## src/rtl/mem_port_sched.sv

```systemverilog
// Single-port data memory scheduler: pipeline (PL) port with 2-beat wide accesses and a
// DMA/debug (DM) port; PL has priority, DM preempts after a bounded wait.
module mem_port_sched #(
  parameter int unsigned ADDR_W     = 24,
  parameter int unsigned DATA_W     = 24,
  parameter int unsigned STARVE_MAX = 8
) (
  input  logic                  iw_clk,
  input  logic                  iw_rst_n,
  input  logic                  iw_pl_req,
  input  logic                  iw_pl_we,
  input  logic                  iw_pl_wide,
  input  logic [ADDR_W-1:0]     iw_pl_addr,
  input  logic [2*DATA_W-1:0]   iw_pl_wdata,
  output logic                  ow_pl_gnt,
  output logic                  ow_pl_stall,
  output logic                  ow_pl_rvalid,
  output logic [2*DATA_W-1:0]   ow_pl_rdata,
  input  logic                  iw_dm_req,
  input  logic                  iw_dm_we,
  input  logic [ADDR_W-1:0]     iw_dm_addr,
  input  logic [DATA_W-1:0]     iw_dm_wdata,
  output logic                  ow_dm_gnt,
  output logic                  ow_dm_rvalid,
  output logic [DATA_W-1:0]     ow_dm_rdata,
  output logic                  ow_mem_en,
  output logic                  ow_mem_we,
  output logic [ADDR_W-1:0]     ow_mem_addr,
  output logic [DATA_W-1:0]     ow_mem_wdata,
  input  logic [DATA_W-1:0]     iw_mem_rdata
);

  localparam int unsigned CNT_W = 8;
  localparam logic [CNT_W-1:0] STARVE_LIM = CNT_W'(STARVE_MAX);

  typedef enum logic {IDLE, WIDE2} state_t;

  state_t             state_q, state_d;
  logic [CNT_W-1:0]   starve_q, starve_d;
  logic               mem_en_q, mem_en_d;
  logic               mem_we_q, mem_we_d;
  logic [ADDR_W-1:0]  mem_addr_q, mem_addr_d;
  logic [DATA_W-1:0]  mem_wdata_q, mem_wdata_d;
  logic               wide_we_q, wide_we_d;
  logic [ADDR_W-1:0]  wide_addr_q, wide_addr_d;
  logic [DATA_W-1:0]  wide_wdata_q, wide_wdata_d;
  // Read tags ride one cycle behind the issued command, data returns the cycle after.
  logic               rd_nar_q, rd_nar_d;
  logic               rd_b1_q, rd_b1_d;
  logic               rd_b2_q, rd_b2_d;
  logic               rd_dm_q, rd_dm_d;
  logic               cap_q, cap_d;
  logic [DATA_W-1:0]  beat1_q, beat1_d;
  logic               pl_rv_q, pl_rv_d;
  logic               pl_rv_wide_q, pl_rv_wide_d;
  logic               dm_rv_q, dm_rv_d;
  logic               dm_win_c, pl_win_c;

  always_comb begin
    state_d      = state_q;
    starve_d     = starve_q;
    mem_en_d     = 1'b0;
    mem_we_d     = 1'b0;
    mem_addr_d   = mem_addr_q;
    mem_wdata_d  = mem_wdata_q;
    wide_we_d    = wide_we_q;
    wide_addr_d  = wide_addr_q;
    wide_wdata_d = wide_wdata_q;
    rd_nar_d     = 1'b0;
    rd_b1_d      = 1'b0;
    rd_b2_d      = 1'b0;
    rd_dm_d      = 1'b0;

    dm_win_c = (state_q == IDLE) & iw_dm_req & ((starve_q == STARVE_LIM) | ~iw_pl_req);
    pl_win_c = (state_q == IDLE) & iw_pl_req & ~dm_win_c;

    if (dm_win_c) begin
      mem_en_d    = 1'b1;
      mem_we_d    = iw_dm_we;
      mem_addr_d  = iw_dm_addr;
      mem_wdata_d = iw_dm_wdata;
      rd_dm_d     = ~iw_dm_we;
    end else if (pl_win_c) begin
      mem_en_d    = 1'b1;
      mem_we_d    = iw_pl_we;
      mem_addr_d  = iw_pl_addr;
      mem_wdata_d = iw_pl_wdata[DATA_W-1:0];
      if (iw_pl_wide) begin
        state_d      = WIDE2;
        wide_we_d    = iw_pl_we;
        wide_addr_d  = iw_pl_addr + ADDR_W'(1);
        wide_wdata_d = iw_pl_wdata[2*DATA_W-1:DATA_W];
        rd_b1_d      = ~iw_pl_we;
      end else begin
        rd_nar_d     = ~iw_pl_we;
      end
    end

    // Second beat issues unconditionally; no grants are possible in this state.
    if (state_q == WIDE2) begin
      state_d     = IDLE;
      mem_en_d    = 1'b1;
      mem_we_d    = wide_we_q;
      mem_addr_d  = wide_addr_q;
      mem_wdata_d = wide_wdata_q;
      rd_b2_d     = ~wide_we_q;
    end

    if (dm_win_c) begin
      starve_d = '0;
    end else if (iw_dm_req && (starve_q != STARVE_LIM)) begin
      starve_d = starve_q + CNT_W'(1);
    end

    cap_d        = rd_b1_q;
    beat1_d      = cap_q ? iw_mem_rdata : beat1_q;
    pl_rv_d      = rd_nar_q | rd_b2_q;
    pl_rv_wide_d = rd_b2_q;
    dm_rv_d      = rd_dm_q;
  end

  always_ff @(posedge iw_clk or negedge iw_rst_n) begin
    if (!iw_rst_n) begin
      state_q      <= IDLE;
      starve_q     <= '0;
      mem_en_q     <= 1'b0;
      mem_we_q     <= 1'b0;
      mem_addr_q   <= '0;
      mem_wdata_q  <= '0;
      wide_we_q    <= 1'b0;
      wide_addr_q  <= '0;
      wide_wdata_q <= '0;
      rd_nar_q     <= 1'b0;
      rd_b1_q      <= 1'b0;
      rd_b2_q      <= 1'b0;
      rd_dm_q      <= 1'b0;
      cap_q        <= 1'b0;
      beat1_q      <= '0;
      pl_rv_q      <= 1'b0;
      pl_rv_wide_q <= 1'b0;
      dm_rv_q      <= 1'b0;
    end else begin
      state_q      <= state_d;
      starve_q     <= starve_d;
      mem_en_q     <= mem_en_d;
      mem_we_q     <= mem_we_d;
      mem_addr_q   <= mem_addr_d;
      mem_wdata_q  <= mem_wdata_d;
      wide_we_q    <= wide_we_d;
      wide_addr_q  <= wide_addr_d;
      wide_wdata_q <= wide_wdata_d;
      rd_nar_q     <= rd_nar_d;
      rd_b1_q      <= rd_b1_d;
      rd_b2_q      <= rd_b2_d;
      rd_dm_q      <= rd_dm_d;
      cap_q        <= cap_d;
      beat1_q      <= beat1_d;
      pl_rv_q      <= pl_rv_d;
      pl_rv_wide_q <= pl_rv_wide_d;
      dm_rv_q      <= dm_rv_d;
    end
  end

  assign ow_pl_gnt    = iw_rst_n & pl_win_c;
  assign ow_dm_gnt    = iw_rst_n & dm_win_c;
  assign ow_pl_stall  = iw_rst_n & iw_pl_req & ~pl_win_c;
  assign ow_mem_en    = mem_en_q;
  assign ow_mem_we    = mem_we_q;
  assign ow_mem_addr  = mem_addr_q;
  assign ow_mem_wdata = mem_wdata_q;
  assign ow_pl_rvalid = pl_rv_q;
  assign ow_dm_rvalid = dm_rv_q;
  // Read data comes straight from the memory in the valid cycle; zero otherwise.
  assign ow_pl_rdata  = !pl_rv_q     ? '0 :
                        pl_rv_wide_q ? {iw_mem_rdata, beat1_q} :
                                       {{DATA_W{1'b0}}, iw_mem_rdata};
  assign ow_dm_rdata  = dm_rv_q ? iw_mem_rdata : '0;

endmodule
```

## config.mk

```make
export PLATFORM = sky130hd
export DESIGN_NAME = mem_port_sched
export DESIGN_NICKNAME = d
export VERILOG_FILES = /design/src/rtl/mem_port_sched.sv
export SDC_FILE = /design/constraint.sdc
export NUM_CORES = 1
export LEC_CHECK = 0
export CORE_MARGIN = 2
export CORE_UTILIZATION = 46
export CTS_CLUSTER_SIZE = 12
export DETAILED_ROUTE_END_ITERATION = 16
export PLACE_DENSITY = 0.82
export SYNTH_ARGS = -nofsm -noshare
export SYNTH_HDL_FRONTEND = slang
export SYNTH_SLANG_ARGS = --single-unit
export TNS_END_PERCENT = 100
```

## constraint.sdc

```tcl
create_clock -name iw_clk -period 2.8 [get_ports iw_clk]
set_input_delay 0.42 -clock iw_clk [delete_from_list [all_inputs] [get_ports iw_clk]]
set_output_delay 0.42 -clock iw_clk [all_outputs]
set_load 0.01 [all_outputs]
```

# == Word level (Yosys, flattened, before mapping) ==
# Cells that the tools add are included.
# Widths: inputs -> output; s select.
# totals
reg_bits,140
latchBits,0
mem_bits_rw,0
romBits,0
inputBits,151
out_inout_bits,127
word_cells,72
n_memories,0
# op_classes
add_sub_neg,2
mul,0
div_mod_pow,0
order_cmp,0
n_eq_ne,2
shifts,0
mux,29
bitwise_logic,17
n_reduce_logical,4
# ops
op,count
$mux 24,7
$mux 48,2
$add 24x1->24 const B,1
$mux 1,18
$mux 8,2
$add 8x1->8 const B,1
$and 1x1->1,8
$eq 8x4->1 const B,1
$ne 8x4->1 const B,1
$not 1->1,7
$reduce_and 3->1,1
$reduce_bool 3->1,1
$or 1x1->1,2
$reduce_bool 2->1,1
$logic_and 1x1->1,1

# == Longest topological paths before layout ==
# Gate-level depths: netlist of the first run.
# logic_depth
ltp_word,8
depth_mapped,9
ltp_nobuf,7

# == Least setup slack after synthesis of the first run ==
# Ideal clock, no wire load.
# synth_path
kind,register to output
from,reg starve_q[5]
to,out ow_dm_gnt
arrival_time_ns,1.835
t_required_ns,2.380
setup_slack_ns,0.545
stages_incl_launch_ff,6
path_buffers,1
cell_sequence,dfrtp_1 -> or4_4 -> o21a_1 -> buf_6 -> nor3b_4 -> and2_1
# synth_between
elab_chain_cells,4
# synth_rtl
element,line,source
start: declaration,39,"logic [CNT_W-1:0] starve_q, starve_d;"
start signal: assignment,144,starve_q <= starve_d;
$eq 8x4->1,74,dm_win_c = (state_q == IDLE) & iw_dm_req & ((starve_q == STARVE_LIM) | ~iw_pl_req);
$or 1x1->1,74,
$and 1x1->1,74,
$and 1x1->1,165,assign ow_dm_gnt = iw_rst_n & dm_win_c;
end: declaration,23,"output logic ow_dm_gnt,"
# Every way passes these cells.

# == Final worst setup path of the first run ==
# layout_path
from,reg starve_q[5]
to,out ow_pl_gnt
# layout_between
elab_chain_cells,6
# layout_rtl
element,line,source
$eq 8x4->1,74,
$or 1x1->1,74,
$and 1x1->1,74,
$not 1->1 (no source line),-,
$and 1x1->1,75,pl_win_c = (state_q == IDLE) & iw_pl_req & ~dm_win_c;
$and 1x1->1,164,assign ow_pl_gnt = iw_rst_n & pl_win_c;
end: declaration,15,"output logic ow_pl_gnt,"
# Every way passes these cells.

==> results of run 1 <==
==> what timing repair did <==
| item | 4_1_cts | 5_1_grt |
|---|---|---|
| setup endpoints to repair | 2 | 1 |
| gates resized for setup | 3 | 1 |
| hold buffers | 0 | 0 |
==> layout by cell type (no fill, tap or decap), types with 4 or more instances in the layout <==
master	Yosys	routed
o21ai_0	62	62
mux2_2	24	24
buf_4	0	19
o31ai_1	8	8
mux2i_1	25	25
inv_1	8	6
clkdlybuf4s50_1	0	273
a21oi_1	49	49
and2_1	25	25
and3_1	26	26
o32ai_1	46	46
clkinvlp_4	0	4
bufinv_16	0	6
nor2b_1	26	26
nand2_1	150	150
a31oi_1	9	9
nand3_1	10	10
o21bai_1	46	46
dfrtp_1	140	138
nand4_1	7	7
or3_1	4	4
nor4_1	4	4
or4_1	8	8
xnor2_1	10	10
xor2_1	8	8
clkbuf_16	0	17
nor2_1	69	69
==> registers in the layout, indices dropped and copies added (netlist names) <==
register      count
state_q           1
cap_d             1
pl_rv_wide_d      1
wide_addr_q      24
rd_nar_q          1
cap_q             1
wide_we_q         1
starve_q          8
pl_rv_wide_q      1
ow_mem_addr      24
ow_mem_wdata     24
wide_wdata_q     24
beat1_q          24
ow_mem_en         1
dm_rv_d           1
ow_dm_rvalid      1
ow_mem_we         1
ow_pl_rvalid      1
==> cells by family (layout without fill, tap and decap cells) <==
| group | after synthesis | in the layout | synth area share |
|---|---|---|---|
| buffers and inverters | 80 | 338 | 0.0418 |
| flip-flops | 140 | 140 | 0.454 |
| XOR/XNOR | 18 | 18 | 0.0204 |
| AND/OR/NAND/NOR | 345 | 345 | 0.215 |
| multiplexers | 49 | 49 | 0.0675 |
| adder cells (fa/ha/maj) | 3 | 3 | 0.00487 |
| AO/OA/AOI/OAI | 232 | 232 | 0.196 |
| other | 0 | 1 | 0 |
==> routing by layer <==
metal / global-route usage / share of wire / vias to the layer above
li1: - / - / 3554
met1: 0.333 / 0.40 / 3610
met2: 0.462 / 0.50 / 315
met3: 0.0761 / 0.083 / 35
met4: 0.0987 / 0.022 / 0
met5: 0 / 0 / -
==> worst min-delay path by stage <==
stage	start	to	cells after the start	slack, ns
floorplan	iw_rst_n	beat1_q[0]$_DFFE_PN0P_	0	0.12
global placement	cap_d$_DFF_PN0_	cap_q$_DFF_PN0_	0	0.33
detailed placement	cap_d$_DFF_PN0_	cap_q$_DFF_PN0_	0	0.34
CTS	iw_rst_n	rd_nar_q$_DFF_PN0_	2	0.23
global route	iw_rst_n	dm_rv_d$_DFF_PN0_	2	0.28
finish	iw_rst_n	rd_nar_q$_DFF_PN0_	2	0.20
==> area by class of cell <==
cell class	instances	area, um2
fillers	1335	5120
multi-input cells	647	3900
flip-flops and latches	140	3510
repair buffers	298	2950
clock buffers	18	439
well taps	220	275
clock inverters	14	241
inverters	8	30.0
diodes	1	2.50
==> power by group through the flow <==
stage                     combinational, mW  sequential [mW]  clock, mW
after CTS                              1.53             2.59       2.63
after global routing                   1.65             2.64       2.73
after global placement                 1.48             2.60          0
after floorplan                       0.712             2.61          0
after detailed placement               1.51             2.62          0
final                                  1.52             2.59       2.60
==> out/results.ini, run 1 <==
[placement]
dp_worst_setup_slack_ns=0.135
dpl_cell_area_mm2=0.0107
hpwlAfterDp_um=16300
gp_congestion=0.855
place_inst=1313
io_buffers=277

[logic_synthesis]
syn_inst=867
async_reset_ff_frac=1.00
synth_edf_count=0
synth_top_area_frac=0.454
synth_ff_type=dfrtp_1
synth_area_leaders=dfrtp_1 45%, nand2_1 7.3%, o32ai_1 5.2%
synth-seq-cells=140
yosysMostFrequentCell=nand2_1
synth_nets=1021
yosysTopAreaCell=dfrtp_1
synthTopCellsByCount=150 x nand2_1, 140 x dfrtp_1, 69 x nor2_1
ys_warn_count=0
synth_cell_types=44
synth_seq_area_share=0.454
netlist_area_mm2=0.00771
synth_area_per_cell_um2=8.90

[critical_path]
cp_max_fo=5
crit_end=ow_pl_gnt
crit_family=simple AND/OR/NAND/NOR gates
r2r_cells=5
rr_startpoint=starve_q[5]$_DFFE_PN0P_
startpoint_type=flip-flop
worst-endpoint-arrival_ns=2.29
r2r-end=ow_mem_wdata[7]$_DFFE_PN0P_
path_class=reg -> out
max_stage_delay_ns=0.59
cp.depth=5
crit_slowest_cell=or4_4
end_kind=output port
crit_start=starve_q[5]$_DFFE_PN0P_
cp_num_buf_inv=1
crit_required_ns=2.38
crit_chain=or4_4, o21ai_2, a21o_2, nor2_1, clkdlybuf4s50_1
reg2reg_slack_ns=0.58

[power_and_ir_drop]
vdd_drop_max_uv=408
sequentialPowerShare=0.387
comb_power_share=0.226
power.total_mw=6.71
power.switching_mw=1.84
clock_power_share=0.387
power_density_mw_per_mm2=591
swShare=0.275
intPower_mw=4.87
leakage_nw=4.66

[routing]
wl_per_cell_um=18.0
routed_via_density=5.58
drc=0
drtAntennaViolNets=0
vias=7514
drtIter0Drc=537
routed_wl_um=24200
drtPass1Iterations=7

[cells_and_area]
layout-drive-gt1-share=0.0836
synthToLayoutAreaGrowth_pct=47.1
nets=1266
finalInstanceArea_mm2=0.0113
fin_util=0.689
fin_cells=1346

[floorplanning]
die_h_um=134
std_cell_rows=47
die_w_um=134
die_area_mm2=0.0178
initial_core_util=0.469
core_mm2=0.0165
io_pins=278

[global_route]
grt_overflow=0
grtUsageTotal=0.272
grt_pass1_vias=7388
antenna_found_initial=1
grt_max_degree=102
grt_pass1_wl_um=38600

[clock_tree]
cts_buffers=17
cts_tree=yes
post_cts_buffers=0
path_clk_slew_ns=0.06
max-clock-path-buffers=2
cts.sinks=140
clock_latency_ns=0.43
clockRootBuffer=clkbuf_16
htreeDepth=4

[timing]
rsz0062_at_grt=false
slew_headroom=0.232
finalCritPeriodShare=0.966
whs_ns=0.199
hold_viol=0
clock_skew_ns=0.0144
worstMarginPinSlew_ns=1.15
setup_tns_ns=0
post-route-min-period_ns=2.71
setup_violations=0
fmax_mhz=370
fin_ws_ns=0.0948
maxSlewViolCount=0

[worst_hold_path]
hold_path_class=in -> async

[run_status]
outcome=completed

[job]
drv_cap=0

Power figures use the tool's default switching activity.
==> run 2: changes to the inputs <==
--- a/config.mk
+++ b/config.mk
@@ -5,9 +5,8 @@
 export SDC_FILE = /design/constraint.sdc
 export NUM_CORES = 1
 export LEC_CHECK = 0
-export CORE_MARGIN = 2
 export CORE_UTILIZATION = 46
-export CTS_CLUSTER_SIZE = 12
+export CTS_CLUSTER_SIZE = 40
 export DETAILED_ROUTE_END_ITERATION = 16
 export PLACE_DENSITY = 0.82
 export SYNTH_ARGS = -nofsm -noshare
==> constraint.sdc (replaced) <==
create_clock -name iw_clk -period 3.05 [get_ports iw_clk]
set_input_delay 0.4575 -clock iw_clk [delete_from_list [all_inputs] [get_ports iw_clk]]
set_output_delay 0.4575 -clock iw_clk [all_outputs]
set_load 0.01 [all_outputs]
==> run 2 against run 1 <==
Critical path depth is the same; register-to-register slack improved by 0.28 ns; sequential power fell by 8%; routed wire length down 1.3%; combinational power shrank 9%; cell count shrank 0.45%; non-clock buffer count fell by 1; hold slack gained 0.16 ns; clock skew shrank 0.0072 ns; cell area shrank 0.35%; sequential share of layout area is 0.12 points higher; power shrank 11%; critical endpoint is now ow_pl_stall; largest cell class unchanged; largest power group is now sequential cells; highest routed layer unchanged.
==> out/results.ini, run 2 (synthesized netlist as in run 1, its figures left out) <==
[routing]
maxUsedRoutingLayer=met4  ; unchanged
routed-wl-met2_um=11900  ; was 12000 um
drtIter0Drc=418  ; was 537
met1_length_um=9850  ; was 9680 um
drtPass1Iterations=7  ; unchanged
routed_wl_um=23900  ; was 24200 um
wl_met3_um=1600  ; was 2020 um
vias=7612  ; was 7514
wl_per_cell_um=17.8  ; was 18.0 um
routed_via_density=5.68  ; was 5.58
drc=0  ; unchanged
drtAntennaViolNets=0  ; unchanged

[clock_tree]
post_cts_buffers=0  ; unchanged
cts_tree=yes  ; unchanged
cts_buffers=17  ; unchanged
max-clock-path-buffers=2  ; unchanged
clock_latency_ns=0.42  ; was 0.43 ns
path_clk_slew_ns=0.06  ; about the same
cts.sinks=140  ; unchanged
clockRootBuffer=clkbuf_16  ; unchanged
htreeDepth=4  ; unchanged

[critical_path]
crit_family=simple AND/OR/NAND/NOR gates  ; unchanged
cp_num_buf_inv=1  ; unchanged
crit_chain=or4_4, o21ai_4, a21o_2, nor2b_1, clkdlybuf4s50_1  ; was or4_4, o21ai_2, a21o_2, nor2_1, clkdlybuf4s50_1
r2r_cells=5  ; unchanged
end_kind=output port  ; unchanged
crit_required_ns=2.59  ; was 2.38 ns
worst-endpoint-arrival_ns=2.50  ; was 2.29 ns
cp_max_fo=5  ; unchanged
max_stage_delay_ns=0.59  ; about the same
startpoint_type=flip-flop  ; unchanged
path_class=reg -> out  ; unchanged
crit_slowest_cell=or4_4  ; unchanged
cp.depth=5  ; unchanged

[placement]
hpwlAfterDp_um=16700  ; was 16300 um
dp_worst_setup_slack_ns=0.246  ; was 0.135 ns
gp_congestion=0.894  ; was 0.855
io_buffers=277  ; unchanged

[global_route]
grtUsageTotal=0.282  ; was 0.272
grt_max_degree=102  ; unchanged
antenna_found_initial=0  ; was 1
grt_overflow=0  ; unchanged
grt_pass1_wl_um=38800  ; was 38600 um
grt_pass1_vias=7474  ; was 7388

[timing]
maxSlewViolCount=0  ; unchanged
slew_headroom=0.299  ; was 0.232
post-route-min-period_ns=2.95
clock_skew_ns=0.00724  ; was 0.0144 ns
fin_ws_ns=0.0972  ; was 0.0948 ns
hold_viol=0  ; unchanged
worstMarginPinSlew_ns=1.05  ; was 1.15 ns
fmax_mhz=339
setup_tns_ns=0  ; unchanged
finalCritPeriodShare=0.968
setup_violations=0  ; unchanged
rsz0062_at_grt=false  ; unchanged

[power_and_ir_drop]
vdd_drop_max_uv=396  ; was 408 uV
leakage_nw=4.66  ; about the same
power_density_mw_per_mm2=531  ; was 591 mW/mm2

[cells_and_area]
layout-drive-gt1-share=0.0827  ; was 0.0836
fin_util=0.702  ; was 0.689
n_antenna_cell=0  ; was 1
fillers=1247  ; was 1335
nets=1265  ; was 1266
final_cell_mix=274 x clkdlybuf4s50_1, 150 x nand2_1, 137 x dfrtp_1, 69 x nor2_1, 62 x o21ai_0  ; was 273 x clkdlybuf4s50_1, 150 x nand2_1, 138 x dfrtp_1, 69 x nor2_1, 62 x o21ai_0
synthToLayoutAreaGrowth_pct=46.6  ; was 47.1%
final_common_cell=clkdlybuf4s50_1  ; unchanged

[floorplanning]
die_h_um=132  ; was 134 um
die_w_um=132  ; was 134 um
die_area_mm2=0.0173  ; was 0.0178 mm2
io_pins=278  ; unchanged
core_mm2=0.0161  ; was 0.0165 mm2
std_cell_rows=46  ; was 47
initial_core_util=0.479  ; was 0.469

[worst_hold_path]
min_delay_path_depth=0
hold_path_class=reg -> reg  ; was in -> async

[run_status]
outcome=completed  ; unchanged

[job]
drv_cap=0  ; unchanged

-- run 2: cell count changes in the layout (fill, tap and decap cells not counted), sizes merged --
cell	change
bufinv	-2
diode	-1
clkdlybuf4s50	+1
clkdlybuf4s15	-1
buf	-2
clkbuf	+3
inv	-1
clkinvlp	-2
dlygate4sd3	+1
clkinv	+2
-- run 2: metal layers --
layer	track usage	up-vias
met5	0	-
met4	0.113	0
met3	0.0633	45
met2	0.485	344
met1	0.341	3668
li1	-	3555
-- run 2: area by class of cell --
type                            instances  area [um2]  share of cell area
Tap cell                              216         270              0.0239
Clock inverter                         11         164              0.0145
Inverter                                8        30.0             0.00266
Sequential cell                       140        3510               0.310
Timing Repair Buffer                  297        2950               0.260
Clock buffer                           21         480              0.0425
Multi-Input combinational cell        647        3910               0.346
-- run 2: worst paths after layout --
kind	start	endpoint	slack, ns
worst min-delay path	cap_d$_DFF_PN0_	cap_q$_DFF_PN0_	0.36
worst min register to register	cap_d$_DFF_PN0_	cap_q$_DFF_PN0_	0.36
min in group asynchronous	iw_rst_n	ow_mem_we$_DFF_PN0_	0.42
max in group asynchronous	iw_rst_n	state_q$_DFF_PN0_	1.23
worst max register to register	starve_q[5]$_DFFE_PN0P_	ow_mem_wdata[21]$_DFFE_PN0P_	0.86
worst max-delay path	starve_q[5]$_DFFE_PN0P_	ow_pl_stall	0.1
-- run 2: worst reg2reg max path, delay by kind of cell (launching register included) --
| kind | cells | cell delay [ns] |
|---|---|---|
| and+or+nand+nor | 1 | 0.59 |
| DFF | 1 | 0.42 |
| buffers and inverters | 1 | 0.31 |
| AOI/OAI and AO/OA | 3 | 0.81 |
-- run 2: stage by stage --
step                      cell area [um2]  std cells  total power [mW]  hold WS, ns
after global routing                11300       1340              6.28        0.369
final                               11300       1340              6.00        0.356
after floorplan                      7710        867              3.05        0.162
after detailed placement            10600       1307              3.80        0.247
after global placement              10600       1307              3.75        0.247
after CTS                           11300       1340              6.04        0.353
-- run 2: repair_timing --
item / 4_1_cts / 5_1_grt
gates resized for setup: 2 / 2
pin swaps: 0 / 1
setup endpoints to repair: 1 / 1
hold buffers: 1 / 0
endpoints found under the hold margin: 2 / 0
-- run 2: where the power goes --
part	leakage (nW)	switching [mW]	internal, mW
registers	1.69	0.228	2.17
logic	2.66	0.642	0.744
clock network	0.315	0.772	1.45
total	4.66	1.64	4.36
